==> config.mk <==
export PLATFORM = sky130hd
export DESIGN_NAME = adc_arbiter
export DESIGN_NICKNAME = d
export VERILOG_FILES = /design/src/rtl/adc_arbiter_pkg.sv /design/src/rtl/adc_arbiter_serial.sv /design/src/rtl/adc_arbiter.sv
export SDC_FILE = /design/constraint.sdc
export NUM_CORES = 1
export LEC_CHECK = 0
export ABC_AREA = 1
export BUFFER_PORTS_ARGS = -buffer_cell sky130_fd_sc_hd__buf_2
export CELL_PAD_IN_SITES_DETAIL_PLACEMENT = 0
export CELL_PAD_IN_SITES_GLOBAL_PLACEMENT = 1
export CORE_MARGIN = 1.5
export CORE_UTILIZATION = 40
export DETAILED_ROUTE_END_ITERATION = 8
export PLACE_DENSITY_LB_ADDON = 0.1
export SYNTH_ARGS = -nofsm -noshare
export SYNTH_HDL_FRONTEND = slang
export SYNTH_SLANG_ARGS = --single-unit
==> constraint.sdc <==
create_clock -name Clk -period 2.55 [get_ports Clk]
set_input_delay 0.255 -clock Clk [delete_from_list [all_inputs] [get_ports Clk]]
set_output_delay 0.255 -clock Clk [all_outputs]
set_load 0.02 [all_outputs]
==> src/rtl/adc_arbiter_pkg.sv <==
// Shared types and frame constants for the ADC arbiter and its serial engine.
package adc_arbiter_pkg;

    typedef enum logic [2:0] {
        IDLE,
        SETUP,
        SHIFT,
        FINISH,
        GAP
    } adc_state_e;

    localparam int ADC_CMD_BITS   = 5;
    localparam int ADC_NULL_BITS  = 2;
    localparam int ADC_DATA_BITS  = 12;
    localparam int ADC_FRAME_BITS = 19;

    // First data bit position in the frame (bits are numbered from 1).
    localparam int ADC_DATA_FIRST = ADC_CMD_BITS + ADC_NULL_BITS + 1;

    localparam logic [1:0] ADC_START_SGL = 2'b11;

    // Command bit idx (1..5) of the frame: start, single-ended, D2, D1, D0.
    function automatic logic adc_cmd_bit(input logic [2:0] chan, input logic [2:0] idx);
        logic [ADC_CMD_BITS-1:0] cmd;
        logic [2:0]              pos;
        cmd = {ADC_START_SGL, chan};
        pos = 3'(ADC_CMD_BITS) - idx;
        return cmd[pos];
    endfunction

endpackage

==> src/rtl/adc_arbiter_serial.sv <==
// Serial engine for the shared-DIO 12-bit ADC: SETUP/SHIFT/FINISH timing,
// AdcClk divider, command shift-out, DIO direction and data capture.
module adc_serial_engine
    import adc_arbiter_pkg::*;
#(
    parameter int CLK_DIV = 4
) (
    input  logic        clk,
    input  logic        rst,
    input  logic        start,
    input  logic [2:0]  chan,
    input  logic        adc_in,
    output logic        adc_cs,
    output logic        adc_clk,
    output logic        adc_out,
    output logic        adc_dir,
    output logic        done,
    output logic [11:0] result,
    output logic        setup_last,
    output logic        shift_last
);

    localparam int DW = (CLK_DIV > 1) ? $clog2(CLK_DIV) : 1;
    localparam logic [DW-1:0] DIV_LOAD = DW'(CLK_DIV - 1);

    adc_state_e                 state_q, state_d;
    logic [DW-1:0]              div_q, div_d;
    logic [4:0]                 bit_q, bit_d;
    logic [2:0]                 chan_q, chan_d;
    logic [ADC_DATA_BITS-1:0]   shift_q, shift_d;
    logic [ADC_DATA_BITS-1:0]   result_q, result_d;
    logic                       cs_q, cs_d;
    logic                       sclk_q, sclk_d;
    logic                       out_q, out_d;
    logic                       dir_q, dir_d;
    logic                       done_q, done_d;

    // Frame sequencing: each AdcClk phase lasts CLK_DIV cycles, edges are
    // taken when the divider reaches zero.
    always_comb begin
        state_d  = state_q;
        div_d    = div_q;
        bit_d    = bit_q;
        chan_d   = chan_q;
        shift_d  = shift_q;
        result_d = result_q;
        cs_d     = cs_q;
        sclk_d   = sclk_q;
        out_d    = out_q;
        dir_d    = dir_q;
        done_d   = 1'b0;

        setup_last = (state_q == SETUP) && (div_q == '0);
        shift_last = (state_q == SHIFT) && (div_q == '0) && sclk_q &&
                     (bit_q == 5'(ADC_FRAME_BITS));

        case (state_q)
            IDLE: begin
                if (start) begin
                    state_d = SETUP;
                    chan_d  = chan;
                    div_d   = DIV_LOAD;
                    cs_d    = 1'b0;
                    sclk_d  = 1'b0;
                    dir_d   = 1'b1;
                    out_d   = adc_cmd_bit(chan, 3'd1);
                    shift_d = '0;
                end
            end
            SETUP: begin
                if (div_q == '0) begin
                    state_d = SHIFT;
                    bit_d   = 5'd1;
                    div_d   = DIV_LOAD;
                end else begin
                    div_d = div_q - DW'(1);
                end
            end
            SHIFT: begin
                if (div_q != '0) begin
                    div_d = div_q - DW'(1);
                end else begin
                    div_d = DIV_LOAD;
                    if (!sclk_q) begin
                        sclk_d = 1'b1;
                        if (bit_q >= 5'(ADC_DATA_FIRST)) begin
                            shift_d = {shift_q[ADC_DATA_BITS-2:0], adc_in};
                        end
                    end else if (bit_q == 5'(ADC_FRAME_BITS)) begin
                        state_d  = FINISH;
                        sclk_d   = 1'b0;
                        cs_d     = 1'b1;
                        out_d    = 1'b0;
                        dir_d    = 1'b0;
                        done_d   = 1'b1;
                        result_d = shift_q;
                    end else begin
                        sclk_d = 1'b0;
                        bit_d  = bit_q + 5'd1;
                        if (bit_q < 5'(ADC_CMD_BITS)) begin
                            out_d = adc_cmd_bit(chan_q, 3'(bit_q + 5'd1));
                        end else if (bit_q == 5'(ADC_CMD_BITS)) begin
                            // Release DIO so the ADC can drive it from the sample bit on.
                            dir_d = 1'b0;
                            out_d = 1'b0;
                        end
                    end
                end
            end
            FINISH: begin
                state_d = IDLE;
            end
            default: begin
                state_d = IDLE;
            end
        endcase
    end

    // Engine registers; reset aborts any frame and parks the ADC pins.
    always_ff @(posedge clk or posedge rst) begin
        if (rst) begin
            state_q  <= IDLE;
            div_q    <= '0;
            bit_q    <= '0;
            chan_q   <= '0;
            shift_q  <= '0;
            result_q <= '0;
            cs_q     <= 1'b1;
            sclk_q   <= 1'b0;
            out_q    <= 1'b0;
            dir_q    <= 1'b0;
            done_q   <= 1'b0;
        end else begin
            state_q  <= state_d;
            div_q    <= div_d;
            bit_q    <= bit_d;
            chan_q   <= chan_d;
            shift_q  <= shift_d;
            result_q <= result_d;
            cs_q     <= cs_d;
            sclk_q   <= sclk_d;
            out_q    <= out_d;
            dir_q    <= dir_d;
            done_q   <= done_d;
        end
    end

    assign adc_cs  = cs_q;
    assign adc_clk = sclk_q;
    assign adc_out = out_q;
    assign adc_dir = dir_q;
    assign done    = done_q;
    assign result  = result_q;

endmodule

==> src/rtl/adc_arbiter.sv <==
// Arbiter for the shared motor-board ADC. Requester 0 (back-EMF) has fixed
// priority; requesters 1..NREQ-1 share round-robin. Optional starvation guard
// for the round-robin requesters is enabled with ADC_STARVE_GUARD_EN.
//
// state  | meaning
// IDLE   | arbitrate pending requests
// SETUP  | AdcCs low, AdcClk held low before the first bit
// SHIFT  | 19 AdcClk periods: command, sample, null, 12 data bits
// FINISH | Done pulse, Result updated, AdcCs high
// GAP    | AdcCs held high until CS_HIGH cycles since FINISH
module adc_arbiter
    import adc_arbiter_pkg::*;
#(
    parameter int NREQ       = 3,
    parameter int CLK_DIV    = 4,
    parameter int CS_HIGH    = 8,
    parameter int STARVE_MAX = 4
) (
    input  logic              Clk,
    input  logic              Reset,
    input  logic [NREQ-1:0]   Req,
    input  logic [3*NREQ-1:0] ReqChan,
    output logic [NREQ-1:0]   Grant,
    output logic              Done,
    output logic [11:0]       Result,
    output logic              Busy,
    output logic              AdcCs,
    output logic              AdcClk,
    output logic              AdcOut,
    output logic              AdcDir,
    input  logic              AdcIn
);

    if (NREQ < 2 || NREQ > 8) begin : g_bad_nreq
        $error("adc_arbiter: NREQ must be 2..8");
    end
    if (CLK_DIV < 1 || CS_HIGH < 1 || STARVE_MAX < 1) begin : g_bad_timing
        $error("adc_arbiter: CLK_DIV, CS_HIGH and STARVE_MAX must be >= 1");
    end

    localparam int GW = (CS_HIGH > 2) ? $clog2(CS_HIGH) : 1;
    // FINISH counts as the first AdcCs-high cycle of the gap.
    localparam logic [GW-1:0] GAP_LOAD = GW'((CS_HIGH > 2) ? CS_HIGH - 2 : 0);

    adc_state_e      state_q, state_d;
    logic [NREQ-1:0] grant_q, grant_d;
    logic [2:0]      rr_ptr_q, rr_ptr_d;
    logic [GW-1:0]   gap_q, gap_d;

    logic            start;
    logic            take0;
    logic [2:0]      win_idx;
    logic [2:0]      rr_idx;
    logic [2:0]      hi_idx, lo_idx;
    logic            hi_found;
    logic [2:0]      chan_sel;
    logic            eng_setup_last;
    logic            eng_shift_last;

`ifdef ADC_STARVE_GUARD_EN
    localparam int SW = $clog2(STARVE_MAX + 1);
    logic [SW-1:0]   starve_q, starve_d;
    logic            others;
`endif

    // Arbitration, grant and top-level sequencing.
    always_comb begin
        state_d  = state_q;
        grant_d  = grant_q;
        rr_ptr_d = rr_ptr_q;
        gap_d    = gap_q;
        start    = 1'b0;
        hi_found = 1'b0;
        hi_idx   = '0;
        lo_idx   = '0;
        chan_sel = '0;

        // Lowest pending index at/above the pointer, else lowest pending overall.
        for (int i = NREQ - 1; i >= 1; i--) begin
            if (Req[i]) begin
                lo_idx = 3'(i);
                if (i >= int'(rr_ptr_q)) begin
                    hi_found = 1'b1;
                    hi_idx   = 3'(i);
                end
            end
        end
        rr_idx = hi_found ? hi_idx : lo_idx;

`ifdef ADC_STARVE_GUARD_EN
        others = |Req[NREQ-1:1];
        take0  = Req[0] && !(others && (starve_q == SW'(STARVE_MAX)));
`else
        take0  = Req[0];
`endif
        win_idx = take0 ? 3'd0 : rr_idx;

        for (int i = 0; i < NREQ; i++) begin
            if (win_idx == 3'(i)) begin
                chan_sel = ReqChan[3*i +: 3];
            end
        end

        case (state_q)
            IDLE: begin
                if (|Req) begin
                    start   = 1'b1;
                    state_d = SETUP;
                    grant_d = NREQ'(1) << win_idx;
                    if (!take0) begin
                        rr_ptr_d = (win_idx == 3'(NREQ - 1)) ? 3'd1 : win_idx + 3'd1;
                    end
                end
            end
            SETUP: begin
                if (eng_setup_last) begin
                    state_d = SHIFT;
                end
            end
            SHIFT: begin
                if (eng_shift_last) begin
                    state_d = FINISH;
                end
            end
            FINISH: begin
                grant_d = '0;
                gap_d   = GAP_LOAD;
                state_d = GAP;
            end
            GAP: begin
                if (gap_q == '0) begin
                    state_d = IDLE;
                end else begin
                    gap_d = gap_q - GW'(1);
                end
            end
            default: begin
                state_d = IDLE;
                grant_d = '0;
            end
        endcase
    end

    // Arbiter state registers.
    always_ff @(posedge Clk or posedge Reset) begin
        if (Reset) begin
            state_q  <= IDLE;
            grant_q  <= '0;
            rr_ptr_q <= 3'd1;
            gap_q    <= '0;
        end else begin
            state_q  <= state_d;
            grant_q  <= grant_d;
            rr_ptr_q <= rr_ptr_d;
            gap_q    <= gap_d;
        end
    end

`ifdef ADC_STARVE_GUARD_EN
    // Count back-to-back requester-0 wins that pass over a pending requester.
    always_comb begin
        starve_d = starve_q;
        if (state_q == IDLE && |Req) begin
            if (!take0) begin
                starve_d = '0;
            end else if (others) begin
                starve_d = starve_q + SW'(1);
            end
        end
    end

    // Starvation counter register.
    always_ff @(posedge Clk or posedge Reset) begin
        if (Reset) begin
            starve_q <= '0;
        end else begin
            starve_q <= starve_d;
        end
    end
`endif

    adc_serial_engine #(
        .CLK_DIV (CLK_DIV)
    ) u_engine (
        .clk        (Clk),
        .rst        (Reset),
        .start      (start),
        .chan       (chan_sel),
        .adc_in     (AdcIn),
        .adc_cs     (AdcCs),
        .adc_clk    (AdcClk),
        .adc_out    (AdcOut),
        .adc_dir    (AdcDir),
        .done       (Done),
        .result     (Result),
        .setup_last (eng_setup_last),
        .shift_last (eng_shift_last)
    );

    assign Grant = grant_q;
    assign Busy  = (state_q != IDLE);

endmodule

==> summary.txt <==
Layout
  – # diodes: 0
  – Final core utilization: 0.4654
  – Layout area overhead: 12.76%
  – Final nets: 404
  – Share of layout cells above drive strength 1: 0.2368
  – Most frequent cells in the layout: nand2_1 (74), inv_1 (52), dfrtp_1 (51), buf_2 (35), nor2_1 (27)
  – Fillers: 674
  – Commonest non-fill, non-tap cell in the layout: nand2_1

Clocking
  – CTS tree: built
  – H-tree depth: 2
  – Cts bufs inserted: 5
  – Root Buffer: clkbuf_8
  – Register clock-pin slew on the reported worst setup and hold paths: 0.10 ns
  – Worst-Skew Late Latency: 0.31 ns
  – Cts repair resizes: 0
  – CTS sink cnt: 53
  – Bufs on Longest Clock Path: 2

Critical path
  – CP max stage cell: ha_1
  – CP Cell Sequence: inv_1 -> ha_1 -> nand2_1 -> nor2_1 -> nand2_2 -> nand3_1 -> nand3_1 -> o21ai_1
  – Setup crit start kind: flop
  – R2R Setup Slk: 0.44 ns
  – Worst r2r src: u_engine.state_q[0]
  – Reg2reg path depth: 8
  – Crit path DAT: 2.34 ns
  – CP top delay family: simple AND/OR/NAND/NOR gates
  – WP buf/inv: 1
  – Most common cell on crit path: nand3_1
  – Crit Path Max Fanout: 26
  – Crit end category: flop
  – CP peak stage delay: 0.53 ns
  – Worst reg2reg endpoint: state_q[1]
  – Req. time, crit path: 2.78 ns
  – Critical path type: flop to flop

Route
  – Initial detailed-routing violation count: 151
  – Drt total wl: 5416 um
  – Vias/cell: 4.637
  – Final antenna-violating net count: 0
  – TritonRoute pass-1 iters: 4
  – Wire per inst: 11.38 um
  – Remaining DRCs: 0
  – Via count: 2207

Power and ir drop
  – Power per Cell Area: 1041 mW/mm^2
  – Worst VDD drop: 376.6 uV
  – Leak: 0.001602 uW

Yosys
  – Yosys top cell by area: dfrtp_1
  – Mapped Nets: 364
  – Syn Area/Cell: 8.271 um^2
  – YS warnings: 0
  – Synthesized flop and latch total: 53
  – Register area share after synthesis: 0.4739
  – Mapped Cells: 339
  – Synth top area cells: dfrtp_1 (46%), nand2_1 (9.9%), inv_1 (7.1%), ha_1 (4.5%), nand3_1 (4.5%)
  – Yosys top cell area share: 0.4552
  – Yosys cell types: 30
  – Synth Cell Area: 0.002804 mm^2

Timing
  – Final hold viol count: 0
  – Layout Skew: 0.009921 ns
  – Slew Viols, Final: 0
  – Slew Limit Headroom: 0.6083
  – Fmax: 0.4745 GHz
  – Setup Total Neg Slack: 0 ns
  – RSZ-0062 raised after global routing: no
  – Final setup viols: 0
  – Min Clock Period, post-route: 2.107 ns
  – Period utilization: 0.8265
  – Worst slew pin tran: 0.5876 ns
  – Hold slack: 0.1885 ns

Global route
  – Grt total ovfl: 0
  – First-pass GRT wire length: 9673 um
  – Initial antenna violation count: 0
  – Total GRT Usage: 0.1635
  – Vias in the first global route: 2104
  – Largest net degree at the start of global routing: 27

Job
  – Max-Cap Viols: 0

Min path
  – Hold depth: 3
  – Hold crit path type: input port to flop
  – Worst hold endpoint: u_engine.shift_q[0]
  – Min-delay src: AdcIn

Outcome
  – Status: finished clean

Die
  – Initial Util: 0.4127
  – Core ar.: 0.006794 mm^2
  – Horiz. Die Dim: 86.73 um
  – Die Y-Extent: 86.73 um
  – Die ar.: 0.007521 mm^2
  – Io pins: 36
  – Row cnt: 30

Placement
  – Gpl congestion: 0.7988
  – PortBufs: 35
  – Post-detail-place hpwl: 4021 um
-- layout make-up --
type / count / area, um^2 / area share
clock inverters: 3 / 21.27 / 0.006727
clock buffers: 5 / 68.82 / 0.02176
flip-flops and latches: 53 / 1329 / 0.4203
multi-input cells: 219 / 1181 / 0.3736
repair buffers: 39 / 207.7 / 0.06569
well taps: 96 / 120.1 / 0.03799
inverters: 61 / 234.0 / 0.07400
-- flip-flops by register name, summed over array words and instances (netlist names) --
name	count
Grant	3
u_engine.adc_clk	1
u_engine.chan_q	3
u_engine.adc_out	1
gap_q	3
u_engine.bit_q	5
u_engine.adc_cs	1
u_engine.state_q	2
u_engine.div_q	2
u_engine.result	12
rr_ptr_q	3
u_engine.done	1
u_engine.shift_q	12
state_q	3
u_engine.adc_dir	1
-- Yosys cell counts, drive strengths merged --
| master | number |
|---|---|
| nand2 | 78 |
| nand3b | 1 |
| xor2 | 1 |
| dfrtp | 51 |
| nor2b | 1 |
| nand3 | 34 |
| inv | 60 |
| xnor2 | 1 |
| nor3 | 3 |
| o211ai | 1 |
| clkinv | 1 |
| nor2 | 32 |
| o21ai | 50 |
| ha | 10 |
| buf | 6 |
| a21oi | 4 |
| dfstp | 2 |
| a31oi | 1 |
| nand4 | 2 |
-- report_power, final --
part	switching, uW	internal, uW	leakage [uW]	total (uW)
clock	294	196	0.0000445	490
sequential	158	1070	0.000685	1230
combinational	1070	506	0.000872	1570
-- per-stage QoR --
| step | power (uW) | area (um^2) | setup slack [ns] | std cells |
|---|---|---|---|---|
| after global placement | 2838 | 3062 | 0.4939 | 467 |
| after detailed placement | 2842 | 3062 | 0.4651 | 467 |
| after global routing | 3648 | 3162 | 0.07276 | 476 |
| after CTS | 3350 | 3162 | 0.4234 | 476 |
| after floorplan | 2576 | 2804 | 1.011 | 339 |
| final | 3290 | 3162 | 0.4425 | 476 |
-- kinds of logic (layout without fill, tap and decap cells) --
kind of cell	Yosys count	in the layout	synth area share
adder cells (fa/ha/maj)	10	10	0.04462
flip-flops	53	53	0.4739
buffers and inverters	67	108	0.1049
AO/OA/AOI/OAI	56	56	0.1187
XOR/XNOR	2	2	0.006248
AND/OR/NAND/NOR	151	151	0.2517
-- metal layers --
metal  GRT usage  share of wire
met4     0.05132          0.015
met2      0.2635           0.47
met1      0.2224           0.49
met3     0.03238          0.028
met5           0              0
-- worst register-to-register path, stage by stage (launching register included) --
cell and delay [ns]:
dfrtp_1 0.43, inv_1 0.09, ha_1 0.53, nand2_1 0.14, nor2_1 0.14, nand2_2 0.29
nand3_1 0.19, nand3_1 0.10, o21ai_1 0.12
-- what timing repair did --
| item | CTS | global route |
|---|---|---|
| endpoints found under the hold margin | 16 | 0 |
| setup buffers | 0 | 0 |
| hold buffers | 1 | 0 |
-- how the worst max path moves through the flow --
| stage | startpoint | endpoint | cells past startpoint |
|---|---|---|---|
| 2_1_floorplan | Reset | Grant[0] | 1 |
| 3_3_place_gp | u_engine.state_q[0] | u_engine.shift_q[8] | 9 |
| 3_5_place_dp | u_engine.state_q[0] | state_q[1] | 8 |
| 4_1_cts | u_engine.state_q[0] | state_q[1] | 8 |
| 5_1_grt | u_engine.state_q[0] | state_q[1] | 8 |
| 6_report | u_engine.state_q[0] | state_q[1] | 8 |
No activity file was read; power rests on OpenSTA's default activity.
